**config.mk**
```make
export PLATFORM = sky130hd
export DESIGN_NAME = player_pixel_reader
export DESIGN_NICKNAME = d
export VERILOG_FILES = /design/src/rtl/player_pixel_reader.sv
export SDC_FILE = /design/constraint.sdc
export NUM_CORES = 1
export LEC_CHECK = 0
export ABC_AREA = 1
export ABC_CLOCK_PERIOD_IN_PS = 6600
export CORE_ASPECT_RATIO = 1.5
export CORE_MARGIN = 2
export CORE_UTILIZATION = 40
export DETAILED_ROUTE_END_ITERATION = 10
export PLACE_DENSITY_LB_ADDON = 0.12
export SYNTH_ARGS = -nofsm -noshare
export SYNTH_HDL_FRONTEND = slang
export SYNTH_SLANG_ARGS = --single-unit
```
**constraint.sdc**
```tcl
create_clock -name clk -period 6.6 [get_ports clk]
set_input_delay 1.32 -clock clk [delete_from_list [all_inputs] [get_ports clk]]
set_output_delay 1.32 -clock clk [all_outputs]
set_load 0.02 [all_outputs]
```
**src/rtl/player_pixel_reader.sv**
```systemverilog
// Player sprite pixel reader: frame-latched shadows, 2-stage pixel pipe.
// Optional collision flag compiled in when PLAYER_COLLISION_EN is defined.
module player_pixel_reader #(
    parameter int          H_ACTIVE    = 640,
    parameter int          V_ACTIVE    = 480,
    parameter logic [3:0]  TRANSPARENT = 4'd0
) (
    input  logic        clk,
    input  logic        rst,
    input  logic [9:0]  hCount,
    input  logic [9:0]  vCount,
    input  logic        videoOn,
    input  logic [3:0]  bgColor,
    input  logic [31:0] player_hStartPos,
    input  logic [31:0] player_vStartPos,
    input  logic [31:0] player_hOffset,
    input  logic [31:0] player_vOffset,
    input  logic [31:0] player_objWidth,
    input  logic [31:0] player_objHeight,
    input  logic [3:0]  player_color,
    input  logic        collisionAck,
    output logic [3:0]  pixelColor,
    output logic        pixelValid,
    output logic        playerHit,
    output logic        collision
);

    typedef enum logic {WAIT_FRAME, DRAW} state_t;

    state_t      r_state;
    logic [32:0] r_left;
    logic [32:0] r_top;
    logic [31:0] r_width;
    logic [31:0] r_height;
    logic [3:0]  r_color;

    logic        r_s1_inside;
    logic        r_s1_von;
    logic [3:0]  r_s1_bg;

    logic        w_fl;
    logic [32:0] w_h;
    logic [32:0] w_v;
    logic [33:0] w_right;
    logic [33:0] w_bottom;
    logic        w_in_h;
    logic        w_in_v;
    logic        w_area;
    logic        w_inside;

    // Frame latch fires as the scan enters the first blanking line
    assign w_fl = (hCount == 10'd0) && (vCount == 10'(V_ACTIVE));

    assign w_h      = {23'd0, hCount};
    assign w_v      = {23'd0, vCount};
    // Right/bottom edges carry an extra bit so origin+size never wraps
    assign w_right  = {1'b0, r_left} + {2'b0, r_width};
    assign w_bottom = {1'b0, r_top} + {2'b0, r_height};
    assign w_in_h   = (w_h >= r_left) && ({1'b0, w_h} < w_right);
    assign w_in_v   = (w_v >= r_top) && ({1'b0, w_v} < w_bottom);
    assign w_area   = (int'({22'd0, hCount}) < H_ACTIVE);
    assign w_inside = w_in_h && w_in_v && w_area;

    // Frame FSM and shadow registers, reloaded on every frame latch
    always_ff @(posedge clk or posedge rst) begin
        if (rst) begin
            r_state  <= WAIT_FRAME;
            r_left   <= '0;
            r_top    <= '0;
            r_width  <= '0;
            r_height <= '0;
            r_color  <= '0;
        end else begin
            case (r_state)
                WAIT_FRAME: if (w_fl) r_state <= DRAW;
                DRAW:       r_state <= DRAW;
                default:    r_state <= WAIT_FRAME;
            endcase
            if (w_fl) begin
                r_left   <= {1'b0, player_hStartPos} + {1'b0, player_hOffset};
                r_top    <= {1'b0, player_vStartPos} + {1'b0, player_vOffset};
                r_width  <= player_objWidth;
                r_height <= player_objHeight;
                r_color  <= player_color;
            end
        end
    end

    // Stage 1: hit test and alignment of videoOn/background
    always_ff @(posedge clk or posedge rst) begin
        if (rst) begin
            r_s1_inside <= 1'b0;
            r_s1_von    <= 1'b0;
            r_s1_bg     <= '0;
        end else begin
            r_s1_inside <= w_inside && videoOn && (r_state == DRAW);
            r_s1_von    <= videoOn;
            r_s1_bg     <= bgColor;
        end
    end

    // Stage 2: composite player over background
    always_ff @(posedge clk or posedge rst) begin
        if (rst) begin
            pixelColor <= '0;
            pixelValid <= 1'b0;
            playerHit  <= 1'b0;
        end else begin
            pixelColor <= r_s1_inside ? r_color :
                          (r_s1_von ? r_s1_bg : 4'd0);
            pixelValid <= r_s1_von;
            playerHit  <= r_s1_inside;
        end
    end

`ifdef PLAYER_COLLISION_EN
    logic r_frameHit;
    logic r_collision;

    assign collision = r_collision;

    // Per-frame hit accumulator folded into the sticky flag at frame latch
    always_ff @(posedge clk or posedge rst) begin
        if (rst) begin
            r_frameHit  <= 1'b0;
            r_collision <= 1'b0;
        end else if (w_fl) begin
            r_frameHit  <= 1'b0;
            r_collision <= r_frameHit | (r_collision & ~collisionAck);
        end else begin
            if (r_s1_inside && (r_s1_bg != TRANSPARENT))
                r_frameHit <= 1'b1;
            r_collision <= r_collision & ~collisionAck;
        end
    end
`else
    logic w_unused_cfg;

    assign collision    = 1'b0;
    assign w_unused_cfg = ^{collisionAck, TRANSPARENT};
`endif

endmodule

```
### After elaboration in Yosys (flattened, before gate mapping)

Index checks and enable logic that the tools add are counted.

| cells by class | value |
|---|---|
| add/sub/neg operators | 4 |
| order comparisons | 5 |
| equality and inequality tests | 1 |
| multiplexer cells | 4 |
| bitwise gates (word level) | 1 |
| reductions and logical operators | 8 |

Operators by type and width:

| kind | count |
|---|---|
| $add A33 B32 Y34 | 2 |
| $lt A10 B34 Y1 | 2 |
| $add A32 B32 Y33 | 2 |
| $ge A10 B33 Y1 | 2 |
| $eq A10 B9 Y1 const B | 1 |
| $logic_not A10 Y1 | 1 |
| $lt A10 B10 Y1 const B | 1 |
| $mux W4 | 2 |
| $logic_and A1 B1 Y1 | 7 |
| $pmux W1 S2 | 1 |
| $mux W1 | 1 |
| $not A1 Y1 | 1 |

| storage, ports and cells | value |
|---|---|
| flip-flop bits (word level) | 147 |
| input bits | 224 |
| output and inout port bits | 7 |
| word-level logic and storage cells | 35 |

### Depth between registers and ports, before layout

| depth | value |
|---|---|
| depth after elaboration | 7 |
| gate-level depth with buffers | 22 |
| gate-level depth less buffers | 22 |

### Worst setup path after synthesis

OpenSTA, ideal clock, no wires.

| timing path | value |
|---|---|
| path type | input to register |
| start | input port player_hStartPos[0] |
| end | register r_left[24] |
| library setup time | 118 ps |
| arrival | 3004 ps |
| required time | 6482 ps |
| slack | 3478 ps |
| stages on the path | 15 |
| path buffers | 0 |
| path through | ha_1 > inv_1 > fa_1 > inv_1 > nand2_1 > o21ai_1 > a21oi_1 > o21bai_2 > a21boi_2 > o21ai_1 > nand2_1 > nand2_1 > nand2_1 > nand3_1 > nand2_1 |

| between the ends | value |
|---|---|
| cells in the longest elaborated chain, start to end | 1 |

Ends and longest elaborated chain:

| what | RTL line | source |
|---|---|---|
| start: declaration | 14 | `input logic [31:0] player_hStartPos,` |
| $add A32 B32 Y33 | 80 | `r_left <= {1'b0, player_hStartPos} + {1'b0, player_hOffset};` |
| end signal: assignment | 80 |  |
| end: declaration | 31 | `logic [32:0] r_left;` |

Every way passes these cells.
A chain may end at the register's enable or synchronous reset.

### Worst setup path after layout

| timing path | value |
|---|---|
| start | input port hCount[9] |
| end | register r_width[18] |

| between the ends | value |
|---|---|
| cells in the longest elaborated chain, start to end | 2 |

Ends and longest elaborated chain:

| what | RTL line | source |
|---|---|---|
| start: declaration | 10 | `input logic [9:0] hCount,` |
| $logic_not A10 Y1 | 52 | `assign w_fl = (hCount == 10'd0) && (vCount == 10'(V_ACTIVE));` |
| $logic_and A1 B1 Y1 | 52 |  |
| end signal: assignment | 82 | `r_width <= player_objWidth;` |
| end: declaration | 33 | `logic [31:0] r_width;` |

Every way passes these cells.

==> run_results.csv <==
group,metric,value,unit
global_route,grt_start_max_net_pins,103,
sta,worstMarginPinSlew,1.01,ns
placed_design,hpwl,46400,um
flow_run,max_cap_viol_count,0,
sta,fmax,0.230,GHz
placed_design,dp_cells,3030,
critical_path,crit_required,7.00,ns
finish,nNetsFinal,2959,
synth,yosysSeqAreaShare,24.6,%
sta,hold_slack,0.479,ns
critical_path,cp-endpoint,"r_width[18]$_DFFE_PP0P_",
sta,period_share,65.9,%
route,routed.top_layer,"met4",
pwr,p_leak,9.60,nW
synth,synth-warning-count,0,
synth,synth-seq-cells,147,
synth,synth_edf_count,0,
finish,register_area,3680,sq um
route,drc,0,
synth,syn_inst,2344,
clocking,cts_buffers,17,
global_route,grt_pass1_vias,16200,
pwr,ir_drop,0.000122,V
sta,rsz0062_at_grt,"false",
run_status,status,"completed",
clocking,clkLatencyLatePin,0.46,ns
synth,async_reset_ff_share,100,%
route,wl_met3,1290,um
synth,synth.area.top_cells,"dfrtp_1 25%, nand2_1 21%, ha_1 14%",
sta,hold_viol,0,
clocking,cts.clk_slew.worst_paths,0.08,ns
hold_path,hp-class,"reg2reg",
synth,ys_types,51,
critical_path,crit_start,"hCount[9]",
sta,period_minus_slack,4.35,ns
sta,skew,0.0104,ns
critical_path,r2r_slack,3.03,ns
synth,yosys.area.top_type_share,24.6,%
critical_path,cp_max_fo,63,
sta,drv_slew,0,
route,wirelength_met1,18000,um
finish,fin_cells,3064,
route,postRouteAntennaNets,0,
floorplan,coreArea,36800,sq um
finish,multi_input_area,10000,sq um
critical_path,critPathCaptureType,"flip-flop",
finish,n_fill_cell,3924,
floorplan,placementRows,86,
clocking,clk_root_buffer_cell,"clkbuf_16",
clocking,cts_hold_buf,0,
critical_path,path_class,"in2reg",
global_route,antenna_found_initial,2,
synth,synth_fp_nets,2738,
global_route,grt.overflow.total,0,
critical_path,r2r_end,"r_s1_inside$_DFF_PP0_",
clocking,clock-sinks,147,
floorplan,start_util,40.6,%
synth,synth_area,14900,sq um
route,drt-wirelength-per-cell,17.8,um
synth,synth_top_area_cell,"dfrtp_1",
synth,postSynthAreaPerCell,6.37,sq um
route,dr.pass1.iters,5,
finish,postLayoutCoreUtil,49.9,%
global_route,grt_pass1_wl,84500,um
placed_design,portBuffers,228,
route,vias_per_cell,5.16,
sta,final.setup.tns,0,ns
floorplan,die-area,38900,sq um
pwr,powerDensity,136,nW/um^2
route,wl,54700,um
placed_design,routabilityCongestion,0.988,
route,wl_met2,31800,um
clocking,ctsResizeCount,0,
sta,max_slew_margin,32.9,%
clocking,htreeDepth,4,
critical_path,critPathArrivalTime,4.75,ns
finish,syn2layout_area_growth,22.9,%
hold_path,whs_path_depth,2,
floorplan,die-width,162,um
finish,drive_above_1_share,5.20,%
critical_path,reg2reg_depth,21,
sta,setup_violations,0,
floorplan,io_pins,231,
floorplan,die_h,241,um
clocking,post-cts-setup-buffer-count,0,
global_route,grt_use_total,28.5,%
critical_path,r2r_start,"r_left[0]$_DFFE_PP0P_",
route,drtIter0Drc,764,
critical_path,worst_setup_path_start_kind,"input pin",
route,routed-via-count,15800,
clocking,cts.path.max_buffers,2,
clocking,tritoncts,"yes",
synth,synthFlopType,"dfrtp_1",
==> worst max-delay path, cell delays in order <==
cell and delay, ns:
clkdlybuf4s50_1 0.58, nor2_1 0.38, nand3_1 0.11, nor4_1 0.42, nand3_4 0.44, clkinv_2 0.85
buf_4 0.42, nand2_1 0.11, nand2_1 0.07
==> final cells by class <==
| cell class | instances | area share [%] |
|---|---|---|
| Clock buffer | 17 | 2.32 |
| Inverter | 294 | 6.05 |
| Sequential cell | 147 | 20.0 |
| Tap cell | 484 | 3.30 |
| Timing Repair Buffer | 232 | 12.6 |
| Clock inverter | 15 | 1.02 |
| Antenna cell | 2 | 0.0273 |
| Multi-Input combinational cell | 1873 | 54.6 |
==> per-layer routing <==
metal  up-vias  global-route usage, %
met5         -                      0
met4         0                   17.2
met3       155                   3.02
met2       344                   60.7
met1      7271                   24.8
li1       8048                      -
==> Yosys cell counts (6+ instances only) <==
library cell    n
a21o_1         12
a21oi_1       146
a21oi_2         7
a31oi_1        13
buf_2          10
clkbuf_1       19
dfrtp_1       147
ha_1          166
inv_1         280
inv_2          14
nand2_1       830
nand2_2        18
nand3_1       132
nand3_2         9
nand3b_1        9
nand4_1        36
nor2_1        196
nor2_2         15
nor3_1         27
nor4_1         14
o21a_1          6
o21ai_0       107
o21ai_1        10
o21bai_1       10
or2_2          16
xnor2_1        28
xor2_1         14
==> registers in the layout (all words and copies together), names as in the netlist <==
register	count
r_state	1
pixelValid	1
r_width	32
r_s1_bg	4
r_top	33
r_color	4
r_left	33
playerHit	1
r_s1_inside	1
r_height	32
pixelColor	4
r_s1_von	1
==> through the flow <==
stage          total power, mW  cell area [sq um]  worst slack, ns
2_1_floorplan             1.22              14900             1.33
3_3_place_gp              1.47              17700             1.85
3_5_place_dp              1.47              17700             1.79
4_1_cts                   2.52              18300             2.24
5_1_grt                   2.62              18400             1.98
6_report                  2.50              18400             2.25
==> where the power goes <==
part           switching (mW)  leakage [nW]  internal (mW)
registers             0.00141          1.93          0.903
logic                   0.293          7.37          0.253
clock network           0.470         0.300          0.575
==> cell usage in the layout (no fill, tap or decap), types with 14 or more instances in the layout <==
| cell | instances |
|---|---|
| nand2_1 | 830 |
| inv_1 | 278 |
| clkdlybuf4s50_1 | 228 |
| nor2_1 | 196 |
| ha_1 | 166 |
| dfrtp_1 | 147 |
| a21oi_1 | 146 |
| nand3_1 | 131 |
| o21ai_0 | 107 |
| nand4_1 | 36 |
| xnor2_1 | 28 |
| nor3_1 | 27 |
| nand2_2 | 18 |
| clkbuf_16 | 17 |
| or2_2 | 16 |
| nor2_2 | 15 |
| nor4_1 | 14 |
| xor2_1 | 14 |
| inv_2 | 14 |
==> worst min-delay path by stage <==
stage                               startpoint                      end  slack (ns)
after floorplan             r_s1_von$_DFF_PP0_     pixelValid$_DFF_PP0_        0.42
after global placement      r_s1_von$_DFF_PP0_     pixelValid$_DFF_PP0_        0.45
after detailed placement    r_s1_von$_DFF_PP0_     pixelValid$_DFF_PP0_        0.46
after CTS                 r_s1_bg[0]$_DFF_PP0_  pixelColor[0]$_DFF_PP0_        0.48
after global routing        r_s1_von$_DFF_PP0_     pixelValid$_DFF_PP0_        0.50
final                     r_s1_bg[0]$_DFF_PP0_  pixelColor[0]$_DFF_PP0_        0.48
==> cells by family (layout without fill, tap and decap cells) <==
group,count (synthesis),count (layout),synth area share [%]
DFF,147,147,24.6
AOI/OAI and AO/OA,335,335,12.5
xor gates and xnor gates,42,42,2.46
and+or+nand+nor,1325,1325,37.7
adders and majority gates,170,170,14.5
buffers and inverters,324,558,8.26
other,1,3,0.0251
Power figures use the tool's default switching activity.
